$ cat src/rtl/dfx_packet_encap.sv
// Wraps DFX payload beats into fixed-length packets (header + NUMBER_PACKET-1 beats)
// and buffers them in a first-word fall-through FIFO for the router's input port 0.
module dfx_packet_encap #(
  parameter int AURORA_DATA_WIDTH = 64,
  parameter int ADDR_WIDTH        = 10,
  parameter int NUMBER_PACKET     = 19,
  parameter int FIFO_DEPTH        = 32
) (
  input  logic                         clk,
  input  logic                         rst,
  input  logic                         encap_start,
  input  logic [8:0]                   header_pkt_send,
  input  logic [ADDR_WIDTH-1:0]        router_dst_addr_send,
  output logic                         ready_encap_dfx,
  input  logic [AURORA_DATA_WIDTH-1:0] dfx_data_in,
  input  logic                         dfx_data_valid,
  output logic                         dfx_data_ready,
  input  logic                         rd_input_port_0,
  output logic                         empty_input_port_0,
  output logic [AURORA_DATA_WIDTH-1:0] data_input_port_0,
  output logic                         last_input_port_0,
  output logic                         encap_done
);

  localparam int PTR_W = $clog2(FIFO_DEPTH);
  localparam int OCC_W = PTR_W + 1;
  localparam int CNT_W = $clog2(NUMBER_PACKET);
  localparam logic [CNT_W-1:0] LAST_BEAT = CNT_W'(NUMBER_PACKET - 2);

  typedef enum logic [1:0] {IDLE, HEADER, PAYLOAD} state_t;

  state_t                       state_reg, state_next;
  logic [8:0]                   header_reg;
  logic [ADDR_WIDTH-1:0]        dst_reg;
  logic [CNT_W-1:0]             beat_reg, beat_next;
  logic [PTR_W-1:0]             wr_ptr_reg, rd_ptr_reg;
  logic [OCC_W-1:0]             occ_reg;
  logic                         encap_done_reg, encap_done_next;

  logic [AURORA_DATA_WIDTH:0]   mem [FIFO_DEPTH];
  logic [AURORA_DATA_WIDTH:0]   push_entry;
  logic [AURORA_DATA_WIDTH:0]   head_entry;
  logic [AURORA_DATA_WIDTH-1:0] header_flit;
  logic                         push, pop, space_ok, start_ok, fifo_empty;

  // Only admit a packet when all of it is guaranteed to fit, so pushes never see a full FIFO.
  always_comb begin
    space_ok   = (OCC_W'(FIFO_DEPTH) - occ_reg) >= OCC_W'(NUMBER_PACKET);
    fifo_empty = (occ_reg == '0);
    start_ok   = (state_reg == IDLE) && encap_start && space_ok && !rst;
    pop        = rd_input_port_0 && !fifo_empty;
  end

  always_comb begin
    header_flit = '0;
    header_flit[ADDR_WIDTH+8:0] = {dst_reg, header_reg};
  end

  always_comb begin
    ready_encap_dfx    = !rst && (state_reg == IDLE) && space_ok;
    dfx_data_ready     = !rst && (state_reg == PAYLOAD);
    empty_input_port_0 = rst || fifo_empty;
    head_entry         = mem[rd_ptr_reg];
    data_input_port_0  = empty_input_port_0 ? '0 : head_entry[AURORA_DATA_WIDTH-1:0];
    last_input_port_0  = empty_input_port_0 ? 1'b0 : head_entry[AURORA_DATA_WIDTH];
    encap_done         = encap_done_reg;
  end

  always_comb begin
    state_next      = state_reg;
    beat_next       = beat_reg;
    push            = 1'b0;
    push_entry      = {1'b0, header_flit};
    encap_done_next = 1'b0;
    case (state_reg)
      IDLE: begin
        if (start_ok) state_next = HEADER;
      end
      HEADER: begin
        push       = 1'b1;
        push_entry = {1'b0, header_flit};
        beat_next  = '0;
        state_next = PAYLOAD;
      end
      PAYLOAD: begin
        if (dfx_data_valid) begin
          push       = 1'b1;
          push_entry = {(beat_reg == LAST_BEAT), dfx_data_in};
          if (beat_reg == LAST_BEAT) begin
            state_next      = IDLE;
            encap_done_next = 1'b1;
          end else begin
            beat_next = beat_reg + CNT_W'(1);
          end
        end
      end
      default: state_next = IDLE;
    endcase
  end

  always_ff @(posedge clk) begin
    if (rst) begin
      state_reg      <= IDLE;
      header_reg     <= '0;
      dst_reg        <= '0;
      beat_reg       <= '0;
      wr_ptr_reg     <= '0;
      rd_ptr_reg     <= '0;
      occ_reg        <= '0;
      encap_done_reg <= 1'b0;
    end else begin
      state_reg      <= state_next;
      beat_reg       <= beat_next;
      encap_done_reg <= encap_done_next;
      if (start_ok) begin
        header_reg <= header_pkt_send;
        dst_reg    <= router_dst_addr_send;
      end
      if (push) wr_ptr_reg <= wr_ptr_reg + PTR_W'(1);
      if (pop)  rd_ptr_reg <= rd_ptr_reg + PTR_W'(1);
      case ({push, pop})
        2'b10:   occ_reg <= occ_reg + OCC_W'(1);
        2'b01:   occ_reg <= occ_reg - OCC_W'(1);
        default: occ_reg <= occ_reg;
      endcase
    end
  end

  // Storage has no reset; stale entries are unreachable once the pointers are cleared.
  always_ff @(posedge clk) begin
    if (push && !rst) mem[wr_ptr_reg] <= push_entry;
  end

endmodule

$ cat config.mk
export PLATFORM = sky130hd
export DESIGN_NAME = dfx_packet_encap
export DESIGN_NICKNAME = d
export VERILOG_FILES = /design/src/rtl/dfx_packet_encap.sv
export SDC_FILE = /design/constraint.sdc
export NUM_CORES = 2
export LEC_CHECK = 0
export CORE_MARGIN = 2
export CORE_UTILIZATION = 60
export CTS_CLUSTER_DIAMETER = 100
export DETAILED_ROUTE_END_ITERATION = 6
export PLACE_DENSITY = 0.77
export SKIP_CTS_REPAIR_TIMING = 1
export SYNTH_ARGS = -nofsm -noshare
export SYNTH_HDL_FRONTEND = slang
export SYNTH_SLANG_ARGS = --single-unit
$ cat constraint.sdc
create_clock -name clk -period 7.72 [get_ports clk]
set_input_delay 1.158 -clock clk [delete_from_list [all_inputs] [get_ports clk]]
set_output_delay 1.158 -clock clk [all_outputs]
set_load 0.005 [all_outputs]
==> qor.yml <==
timing:
  fin_setup_tns_ns: 0
  tightest_slew_ns: 1.28
  fmax_ghz: 0.167
  finalSetupViolations: 0
  rsz0062_at_grt: "false"
  slew_violations: 0
  min_period_ns: 6.00
  max_slew_margin_pct: 14.4
  period_share_pct: 77.7
  fin_ws_ns: 1.72
  clock_skew_ns: 0.0253
  hold_violations: 0
synth:
  synth_seq_cells: 2128
  synth_edf_count: 2080
  synthFlopType: "edfxtp_1"
  ys_warn_count: 0
  yosys.area.top_type_share_pct: 76.9
  synth_area_leaders: "edfxtp_1, mux4_2, a22oi_1"
  yosysTopAreaCell: "edfxtp_1"
  syn_area_mm2: 0.0813
  async_reset_ff_share_pct: 0
  syn-num-nets: 3777
  ys_seq_area_share_pct: 78.1
  yosys.cell_types.count: 57
  syn_avg_cell_area_um2: 22.1
  syn_inst: 3672
setup_path:
  rrSetupSlack_ns: 4.01
  criticalPathCategory: "reg -> out"
  critical_path_buf_inv_count: 1
  cp.required_ns: 6.56
  crit_fanout: 18
  path_delay_family: "simple AND/OR/NAND/NOR gates"
  end_kind: "output pin"
  cp_data_arrival_time_ns: 4.84
  reg2reg_depth: 7
  cp_slowest_cell: "o21ai_0"
  timing.rr.start: "state_reg[0]"
  endpoint: "data_input_port_0[59]"
  critPathLaunch: "occ_reg[0]"
  max_stage_delay_ns: 1.03
  path_cells: "or4_4, nor3_4, nor2_4, nand2_1, o21ai_0, clkdlybuf4s50_1"
  path_depth: 6
  r2r-end: "mem[19][36]"
  startpoint_type: "register"
clock_tree:
  cts.sinks: 2128
  cts_tree: "yes"
  root_buffer: "clkbuf_16"
  cts-htree-levels: 4
  clkTransAtPathRegs_ns: 0.06
  clock_path_buffers: 3
  cts_buffers: 197
  worstSkewPairLatency_ns: 0.84
final_layout:
  final_cell_count_no_fill: 5850
  utilization_pct: 67.8
  largest_reg_flops: 2080
  area_growth_pct: 12.7
  final_common_cell: "edfxtp_1"
  insertedDiodeCount: 0
  layout-drive-gt1-share_pct: 24.6
  layout.nets: 4007
  final_cell_mix: "edfxtp_1, mux4_2, a22oi_1, clkbuf_16, clkdlybuf4s50_1"
power:
  power.density_mw_per_mm2: 272
  peakVddDrop_v: 0.000233
  p_leak_nw: 29.7
  power_w: 0.0249
drt:
  first_pass_iters: 6
  vias: 40800
  drcViolationCount: 0
  drt_iter0_drc: 6483
  final_antenna_net_count: 0
  avgViaCountPerCell: 6.98
  wl_per_cell_um: 35.1
  drt_wl_total_um: 205000
die:
  row_count: 135
  die_w_um: 372
  core_area_mm2: 0.135
  floorplan.initialDensity_pct: 60.2
  die_area_mm2: 0.138
  die_h_um: 372
  io_pins: 157
min_path:
  holdCritPathClass: "reg -> reg"
  holdPathStages: 2
place:
  place_inst: 5483
  dp_hpwl_um: 100000
  pre_cts_ws_ns: 2.02
  place.gp.congestion: 0.750
  numPortBuffers: 156
grt:
  grt_overflow_total: 0
  antenna_found_initial: 3
  grt_max_degree: 118
  grt_use_total_pct: 30.0
  grt_pass1_wl_um: 293000
  grt_pass1_vias: 41500
run:
  maxCapViolCount: 0
outcome:
  status: "completed"
==> cell type report <==
type / count / area (µm²)
multi-input cells: 1313 / 17100
repair buffers: 248 / 2510
fillers: 7855 / 43400
clock buffers: 242 / 5240
flip-flops and latches: 2128 / 63400
well taps: 1781 / 2230
clock inverters: 124 / 957
inverters: 14 / 53.8
==> through the flow <==
| stage | area, µm² | hold slack [ns] |
|---|---|---|
| CTS | 91500 | 0.487 |
| floorplan | 81300 | 0.451 |
| global placement | 85300 | 0.465 |
| global route | 91500 | 0.521 |
| finish | 91500 | 0.489 |
| detailed placement | 85300 | 0.477 |
==> cell usage after synthesis, drive strengths merged, types with 3 or more instances <==
library cell	instances
a211o	3
a21o	15
a21oi	74
a22o	4
a22oi	204
a31o	43
a31oi	6
and2	6
and3	47
buf	89
clkbuf	128
dfxtp	48
edfxtp	2080
ha	16
inv	13
mux2	19
mux2i	28
mux4	520
nand2	137
nand2b	5
nand3	4
nand4	6
nor2	82
nor2b	7
nor3	5
o21ai	18
o22ai	20
o31ai	3
or3	4
xnor2	3
xor2	11
==> worst min-delay path, delay by kind of cell (launching register included) <==
family           cells  cell delay (ns)
muxes                1             0.05
DFF                  1             0.33
and+or+nand+nor      1             0.06
==> cells by family (layout without fill, tap and decap cells) <==
group | count (synthesis) | count (layout) | share of synthesized area [%]
buf+inv | 231 | 628 | 1.25
compound gates | 401 | 401 | 3.47
simple gates | 314 | 314 | 1.79
flops | 2128 | 2128 | 78.1
mux | 567 | 567 | 15.0
xor+xnor | 14 | 14 | 0.151
fa+ha+maj | 17 | 17 | 0.271
==> power breakdown <==
group,internal (W),total [W],switching [W]
clock network,0.00522,0.00941,0.00420
registers,0.0129,0.0130,0.0000723
logic,0.00104,0.00248,0.00143
total,0.0192,0.0249,0.00570
==> how the worst min path moves through the flow <==
stage                      start      endpoint  slack, ns
global placement    state_reg[0]  state_reg[0]       0.46
floorplan           state_reg[1]  state_reg[1]       0.45
global route          dst_reg[5]    dst_reg[5]       0.52
CTS                 state_reg[0]  state_reg[0]       0.49
finish              state_reg[0]  state_reg[0]       0.49
detailed placement  state_reg[0]  state_reg[0]       0.48
==> routing by layer <==
metal	up-vias	global-route usage, %	wire [µm]
li1	16000	-	-
met1	21300	41.9	72300
met2	3132	47.8	101000
met3	410	6.38	25000
met4	0	10.6	6780
met5	-	0	0
No activity file was read; power rests on OpenSTA's default activity.
